===== config.mk =====
export PLATFORM = sky130hd
export DESIGN_NAME = pipe_hazard_ctrl
export DESIGN_NICKNAME = d
export VERILOG_FILES = /design/src/rtl/pipe_hazard_ctrl_pkg.sv /design/src/rtl/hazard_fwd_unit.sv /design/src/rtl/pipe_hazard_ctrl.sv
export SDC_FILE = /design/constraint.sdc
export NUM_CORES = 1
export LEC_CHECK = 0
export CORE_UTILIZATION = 30
export DETAILED_ROUTE_END_ITERATION = 16
export PLACE_DENSITY = 0.68
export RECOVER_POWER = 50
export SETUP_SLACK_MARGIN = 0.1
export SYNTH_ARGS = -nofsm -noshare
export SYNTH_HDL_FRONTEND = slang
export SYNTH_HIERARCHICAL = 1
export SYNTH_SLANG_ARGS = --single-unit

===== constraint.sdc =====
create_clock -name clk -period 3 [get_ports clk]
set_clock_uncertainty 0.1 [all_clocks]
set_input_delay 0.6 -clock clk [delete_from_list [all_inputs] [get_ports clk]]
set_output_delay 0.6 -clock clk [all_outputs]
set_load 0.01 [all_outputs]

===== src/rtl/pipe_hazard_ctrl_pkg.sv =====
// Shared types and encodings for the pipeline hazard controller.
package pipe_hazard_ctrl_pkg;

    typedef enum logic [1:0] {
        ST_RUN      = 2'd0,
        ST_MEM_WAIT = 2'd1,
        ST_TIMEOUT  = 2'd2
    } state_t;

    localparam logic [1:0] FWD_RF   = 2'b00;
    localparam logic [1:0] FWD_W    = 2'b01;
    localparam logic [1:0] FWD_M    = 2'b10;

    localparam logic [1:0] RES_LOAD = 2'b01;

    localparam int TIMEOUT_LIMIT_DEF = 255;

endpackage


===== src/rtl/hazard_fwd_unit.sv =====
// Operand forwarding select for one E-stage source register; M result has priority over W.
module hazard_fwd_unit
    import pipe_hazard_ctrl_pkg::*;
(
    input  logic [4:0] i_rs,
    input  logic [4:0] i_rd_m,
    input  logic [4:0] i_rd_w,
    input  logic       i_reg_write_m,
    input  logic       i_reg_write_w,
    output logic [1:0] o_fwd
);

    logic w_hit_m;
    logic w_hit_w;

    // x0 is hardwired to zero, so a write to it never produces a forwardable value
    assign w_hit_m = i_reg_write_m && (i_rd_m != 5'd0) && (i_rd_m == i_rs);
    assign w_hit_w = i_reg_write_w && (i_rd_w != 5'd0) && (i_rd_w == i_rs);

    always_comb begin
        o_fwd = FWD_RF;
        if (w_hit_m) begin
            o_fwd = FWD_M;
        end else if (w_hit_w) begin
            o_fwd = FWD_W;
        end
    end

endmodule


===== src/rtl/pipe_hazard_ctrl.sv =====
// Pipeline hazard controller: load-use stalls, branch flushes, memory-wait stalls
// with timeout, operand forwarding and a saturating stall-cycle counter.
module pipe_hazard_ctrl
    import pipe_hazard_ctrl_pkg::*;
#(
    parameter int TIMEOUT_LIMIT = TIMEOUT_LIMIT_DEF,
    parameter int CNT_W         = 16
) (
    input  logic             clk,
    input  logic             reset,
    input  logic [4:0]       Rs1D,
    input  logic [4:0]       Rs2D,
    input  logic [4:0]       Rs1E,
    input  logic [4:0]       Rs2E,
    input  logic [4:0]       RdE,
    input  logic [4:0]       RdM,
    input  logic [4:0]       RdW,
    input  logic [1:0]       ResultSrcE,
    input  logic             PCSrcE,
    input  logic             RegWriteM,
    input  logic             RegWriteW,
    input  logic             MemReqM,
    input  logic             MemReadyM,
    output logic             StallF,
    output logic             StallD,
    output logic             StallE,
    output logic             StallM,
    output logic             FlushD,
    output logic             FlushE,
    output logic             FlushW,
    output logic [1:0]       ForwardAE,
    output logic [1:0]       ForwardBE,
    output logic             MemTimeout,
    output logic [CNT_W-1:0] StallCount
);

    localparam int WAIT_W = (TIMEOUT_LIMIT < 2) ? 1 : $clog2(TIMEOUT_LIMIT + 1);
    localparam logic [WAIT_W-1:0] WAIT_LIMIT = WAIT_W'(TIMEOUT_LIMIT);

    state_t            r_state;
    logic [WAIT_W-1:0] r_wait_cnt;
    logic              r_timeout;
    logic [CNT_W-1:0]  r_stall_cnt;

    logic              w_mem_stall;
    logic              w_lw_stall;
    logic [WAIT_W-1:0] w_wait_nxt;

    hazard_fwd_unit u_fwd_a (
        .i_rs          (Rs1E),
        .i_rd_m        (RdM),
        .i_rd_w        (RdW),
        .i_reg_write_m (RegWriteM),
        .i_reg_write_w (RegWriteW),
        .o_fwd         (ForwardAE)
    );

    hazard_fwd_unit u_fwd_b (
        .i_rs          (Rs2E),
        .i_rd_m        (RdM),
        .i_rd_w        (RdW),
        .i_reg_write_m (RegWriteM),
        .i_reg_write_w (RegWriteW),
        .o_fwd         (ForwardBE)
    );

    // Once waiting, M is frozen, so only MemReadyM decides whether the stall continues
    always_comb begin
        w_mem_stall = 1'b0;
        case (r_state)
            ST_RUN:      w_mem_stall = MemReqM && !MemReadyM;
            ST_MEM_WAIT: w_mem_stall = !MemReadyM;
            ST_TIMEOUT:  w_mem_stall = 1'b1;
            default:     w_mem_stall = 1'b0;
        endcase
    end

    assign w_lw_stall = (ResultSrcE == RES_LOAD) && (RdE != 5'd0) &&
                        ((RdE == Rs1D) || (RdE == Rs2D));

    assign w_wait_nxt = (r_state == ST_RUN) ? WAIT_W'(1) : r_wait_cnt + WAIT_W'(1);

    always_ff @(posedge clk or negedge reset) begin
        if (!reset) begin
            r_state    <= ST_RUN;
            r_wait_cnt <= '0;
            r_timeout  <= 1'b0;
        end else begin
            case (r_state)
                ST_RUN, ST_MEM_WAIT: begin
                    if (w_mem_stall) begin
                        r_wait_cnt <= w_wait_nxt;
                        if (w_wait_nxt >= WAIT_LIMIT) begin
                            r_state   <= ST_TIMEOUT;
                            r_timeout <= 1'b1;
                        end else begin
                            r_state <= ST_MEM_WAIT;
                        end
                    end else begin
                        r_state    <= ST_RUN;
                        r_wait_cnt <= '0;
                    end
                end
                ST_TIMEOUT: begin
                    r_timeout <= 1'b1;
                end
                default: begin
                    r_state    <= ST_RUN;
                    r_wait_cnt <= '0;
                end
            endcase
        end
    end

    // A branch seen during a memory stall is not lost: E is held, so PCSrcE reappears on release
    always_comb begin
        StallF = 1'b0;
        StallD = 1'b0;
        StallE = 1'b0;
        StallM = 1'b0;
        FlushD = 1'b0;
        FlushE = 1'b0;
        FlushW = 1'b0;
        if (w_mem_stall) begin
            StallF = 1'b1;
            StallD = 1'b1;
            StallE = 1'b1;
            StallM = 1'b1;
            FlushW = 1'b1;
        end else if (PCSrcE) begin
            FlushD = 1'b1;
            FlushE = 1'b1;
        end else if (w_lw_stall) begin
            StallF = 1'b1;
            StallD = 1'b1;
            FlushE = 1'b1;
        end
    end

    always_ff @(posedge clk or negedge reset) begin
        if (!reset) begin
            r_stall_cnt <= '0;
        end else if (StallF && (r_stall_cnt != '1)) begin
            r_stall_cnt <= r_stall_cnt + CNT_W'(1);
        end
    end

    assign MemTimeout = r_timeout;
    assign StallCount = r_stall_cnt;

endmodule


# After elaboration in Yosys (flattened, before gate mapping)
# Index checks and enable logic that the tools add are counted.
[classes]
n_lt_le_gt_ge = 1
n_eq_ne = 12
mux = 22
n_addsub = 2
n_reduce_logical = 19
[op_table]
columns = ["operator", "count"]
rows = [
  ["== test 5 bit", 6],
  ["adder 16 x 1 -> 16 bit (second input constant)", 1],
  ["two-way mux 8 bit", 2],
  ["!= test 16 bit (second input constant)", 1],
  ["case mux 8 bit (2 select lines)", 1],
  ["nonzero test 5 bit", 3],
  ["two-way mux 1 bit", 12],
  ["logical AND 1 bit", 10],
  ["adder 8 x 1 -> 8 bit (second input constant)", 1],
  ["greater-or-equal comparator 8 bit (second input constant)", 1],
  ["two-way mux 2 bit", 4],
  ["== test 2 x 1 -> 1 bit (second input constant)", 2],
  ["!= test 2 bit (second input constant)", 2],
  ["case mux 2 bit (2 select lines)", 1],
  ["case mux 1 bit (3 select lines)", 1],
  ["AND reduction 3 bit", 1],
  ["== test 2 bit (second input constant)", 1],
  ["zero test 2 bit", 1],
  ["case mux 1 bit (2 select lines)", 1],
  ["nonzero test 2 bit", 1],
  ["OR reduction 2 bit", 1],
  ["zero test 1 bit", 1],
  ["logical OR 1 bit", 1],
]
[totals]
regBits = 27
word_cells = 60
out_inout_bits = 28
input_bits = 44

# Longest topological paths before layout
[depth]
ltp_word = 7
ltp_mapped = 8

# Modules after synthesis
# Netlist, hierarchy kept.
[by_module_without_submodules]
columns = ["mod", "cells_each", "instances", "area_per_inst_um2", "seq_area_each_um2"]
rows = [
  ["pipe_hazard_ctrl", 148, 1, 1491.4, 675.6],
  ["hazard_fwd_unit", 21, 2, 158.9, 0.0],
]

# Least setup slack after synthesis
# OpenSTA, ideal clock, no wires.
[synth_timing]
kind = "input to output"
from = "in RdE[2]"
to = "out StallF"
t_arrival_ns = 1.654
path_slack_ns = 0.646
stages = 5
t_required_ns = 2.300
cell_sequence = "xor2_1 > nor3_1 > a22oi_1 > o31ai_2 > buf_4"
[synth_between]
elab_chain_cells = 6
elab_cells_between_ends = 9
classes_between = "eq/ne: 2; mux: 3; reduce/logical: 4"
[synth_lines]
columns = ["item", "line_no", "text"]
rows = [
  ["start, declared", "pipe_hazard_ctrl.sv:15", "input logic [4:0] RdE,"],
  ["== test 5 bit or nonzero test 5 bit (tied branches)", "pipe_hazard_ctrl.sv:79, pipe_hazard_ctrl.sv:78", ""],
  ["logical OR 1 bit or logical AND 1 bit (tied branches)", "pipe_hazard_ctrl.sv:79, pipe_hazard_ctrl.sv:78", ""],
  ["logical AND 1 bit (*)", "pipe_hazard_ctrl.sv:78", "assign w_lw_stall = (ResultSrcE == RES_LOAD) && (RdE != 5'd0) &&"],
  ["two-way mux 1 bit (*) (3 in series)", "--", ""],
  ["end, declared", "pipe_hazard_ctrl.sv:24", "output logic StallF,"],
]
# Every way passes the cells marked *; elsewhere a longest branch is shown, timed or not.

# Worst setup path after layout
[layout_timing]
from = "in MemReadyM"
to = "out FlushW"
[layout_between]
elab_chain_cells = 4
[layout_lines]
columns = ["item", "line_no", "text"]
rows = [
  ["start, declared", "pipe_hazard_ctrl.sv:23", "input logic MemReadyM,"],
  ["zero test 1 bit (*)", "pipe_hazard_ctrl.sv:71, pipe_hazard_ctrl.sv:72", ""],
  ["logical AND 1 bit", "pipe_hazard_ctrl.sv:71", "ST_RUN: w_mem_stall = MemReqM && !MemReadyM;"],
  ["case mux 1 bit (3 select lines) (*)", "pipe_hazard_ctrl.sv:70", "case (r_state)"],
  ["two-way mux 1 bit (*)", "pipe_hazard_ctrl.sv:124", "if (w_mem_stall) begin"],
  ["end, declared", "pipe_hazard_ctrl.sv:30", "output logic FlushW,"],
]
# Marks and branches as above.

==> results.md <==
- Status: finished clean
- Input/output buffers: 71
- Synth Cell Area: ~1800 um2
- Critical Path RT: around 2300 ps
- Fin crit period: 2851 ps
- Routed wire length: 4.141 mm
- Hold Worst Slack: approximately 380 ps
- Peak VDD IR: 0.0002272 V
- Largest net degree at the start of global routing: 28
- Die X: around 80 um
- Clock sink count: 27
- Initial antenna violation count: 0
- Leak: 0.001133 uW
- CP top delay family: buffers and inverters
- Fin nets: just over 300
- Max-slew headroom: 3.591%
- Main flop type after synthesis: dfrtp_1
- Yosys cell types: 39
- Asr flop ratio synth: 100.0%
- Worst-Margin Slew: between 1000 and 1500 ps
- DP HPWL: around 3.3 mm
- Startpoint types: primary input
- Starting Density: a little under a third
- Avg WL per Cell: 12.40 um
- N_diodes: 0
- PD cells: about 380 nW/um2
- Die height: around 80 um
- Pins Over Slew Limit: 0
- H-Tree Level Count: 1
- Vias per cell: around 5
- Clock tree buffer depth: 2
- Insertion delay to the later sink of the worst-skew pair: 270 ps
- Area Growth Syn to Fin: 46.13%
- Most frequent cells in the layout: clkdlybuf4s50_1, dfrtp_1, xnor2_1
- GRT Total Usage: between 10% and 20%
- Number of synthesized flops with an enable pin: 0
- Crit path cell chain: dlygate4sd3_1 > nor2_1 > o21a_1 > nor2_2 > inv_1 > clkdlybuf4s50_1
- Min-delay worst type: register to register
- Max-cap violations: 0
- DP Area: 2589 um2
- Tcrit/Tclk final: 95.04%
- Crit path capture type: primary output
- CTS buffer count: 3
- Buf+Inv Stages, Crit Path: 3
- Routed Antenna Nets: 0
- Final global-route overflow total: 0
- Root buf cell: clkbuf_8
- Standard-cell row count: 27
- Via Count: between 1.5k and 2k
- Final setup fails: 0
- Synth Instances: 190
- Critical path's slowest cell: clkdlybuf4s50_1
- Sequential share of the synthesized area: between 30% and 40%
- Commonest non-fill, non-tap cell in the layout: clkdlybuf4s50_1
- Die ar.: 6346 um2
- DR pass1 iterations: 4
- Syn_nets: between 200 and 250
- CP peak stage delay: 550 ps
- DRC viols: 0
- Worst EP arrival: about 2200 ps
- Yosys warning count: 6
- RSZ-0062 raised after global routing: false
- GP Congestion: about 0.84
- Number of global-route vias before repair: roughly 1.7k
- CTS tree: done
- CORE AREA: between 5000 and 6000 um2
- Final hold violation count: 0
- Fmax: roughly 350 MHz
- First-pass GRT wire length: between 7 and 8 mm
- Design Area, Final: between 2000 and 3000 um2
- Yosys reg bits: 27
- Clk pin slew, worst setup/hold paths: about 90 ps
- Share of cells above drive strength 1: a little under an eighth
- CP Max Fanout: 4
- Initial DRC count: 57
- Setup CP Type: primary input to primary output
- Syn avg cell area: about 9.5 um2
- I/O Pins: roughly 70
state kept, by name (all words and copies together), names as in the netlist:
| register | count |
|---|---|
| MemTimeout | 1 |
| r_wait_cnt | 8 |
| r_state | 2 |
| StallCount | 16 |
per-layer routing:
layer	global-route usage, %	part of all wire [%]
met3	1.943	5.0
met5	0	0
met1	17.44	45
met4	2.727	0.75
met2	24.87	50
Yosys cell counts (2+ instances only):
| library cell | instances | area (um2) |
|---|---|---|
| dfrtp_1 | 27 | 675.7 |
| nand4_1 | 6 | 37.54 |
| nor4_1 | 3 | 18.77 |
| buf_2 | 2 | 10.01 |
| inv_1 | 2 | 7.510 |
| buf_4 | 5 | 37.54 |
| a22oi_1 | 2 | 15.01 |
| xnor2_1 | 26 | 227.7 |
| nor3_2 | 2 | 20.02 |
| nand3_1 | 16 | 80.08 |
| nor2b_1 | 2 | 12.51 |
| ha_1 | 2 | 25.02 |
| and3_2 | 3 | 22.52 |
| nor2_1 | 14 | 52.55 |
| xor2_1 | 19 | 166.4 |
| and2_1 | 2 | 12.51 |
| nand2_1 | 11 | 41.29 |
| clkbuf_1 | 2 | 7.510 |
| o21ai_0 | 9 | 45.04 |
| mux2_2 | 2 | 22.52 |
| o41ai_2 | 2 | 32.53 |
| a21oi_1 | 3 | 15.01 |
| and3_1 | 6 | 37.54 |
| a211oi_2 | 2 | 25.02 |
| nor3_1 | 6 | 30.03 |
timing repair:
action,CTS,global route
endpoints found under the setup margin,7,5
pin swaps,4,4
resized for setup,15,11
hold buffers,0,0
setup buffers,1,0
kinds of logic after synthesis:
| logic type | count (synthesis) | share of synthesized area (%) |
|---|---|---|
| and+or+nand+nor | 76 | 22.48 |
| muxes | 2 | 1.245 |
| adders and majority gates | 2 | 1.383 |
| xor gates and xnor gates | 45 | 21.78 |
| buffers and inverters | 12 | 4.081 |
| AOI/OAI and AO/OA | 26 | 11.69 |
| DFF | 27 | 37.34 |
report_power, final:
part / switching, uW / leakage, uW / internal (uW)
clock: 108 / 0.0000228 / 95.0
combinational: 151 / 0.000746 / 197
sequential: 52.8 / 0.000364 / 405
area by class of cell:
class | instances | area, um2
tap | 72 | 90.09
timing repair buffer | 78 | 740.7
fill | 550 | 3032
sequential | 27 | 675.6
multi-input combinational | 151 | 1085
inverter | 2 | 7.507
clock buffer | 4 | 45.04
path summary, 6_finish.rpt:
kind / start / to / slack [ps] / depth (start not counted)
max: MemReadyM / FlushW / 150 / 6
min: MemTimeout$_DFFE_PN0P_ / MemTimeout$_DFFE_PN0P_ / 380 / 1
max reg2reg: StallCount[3]$_DFFE_PN0P_ / StallCount[1]$_DFFE_PN0P_ / 870 / 6
min reg2reg: MemTimeout$_DFFE_PN0P_ / MemTimeout$_DFFE_PN0P_ / 380 / 1
max in group asynchronous: reset / StallCount[14]$_DFFE_PN0P_ / 860 / 2
min in group asynchronous: reset / r_wait_cnt[7]$_DFFE_PN0P_ / 1090 / 2
stage by stage:
step,utilization [%],setup WS [ps],TNS (ps),power [uW],cells
after CTS,46.23,101.7,0,1021,334
after detailed placement,45.61,-308.3,-1080,823.0,329
after global placement,45.61,-323.5,-1181,817.8,329
after floorplan,-,645.8,0,623.5,190
after global routing,46.58,57.08,0,1074,334
final,46.58,148.9,0,1009,334
No activity file was read; power rests on OpenSTA's default activity.
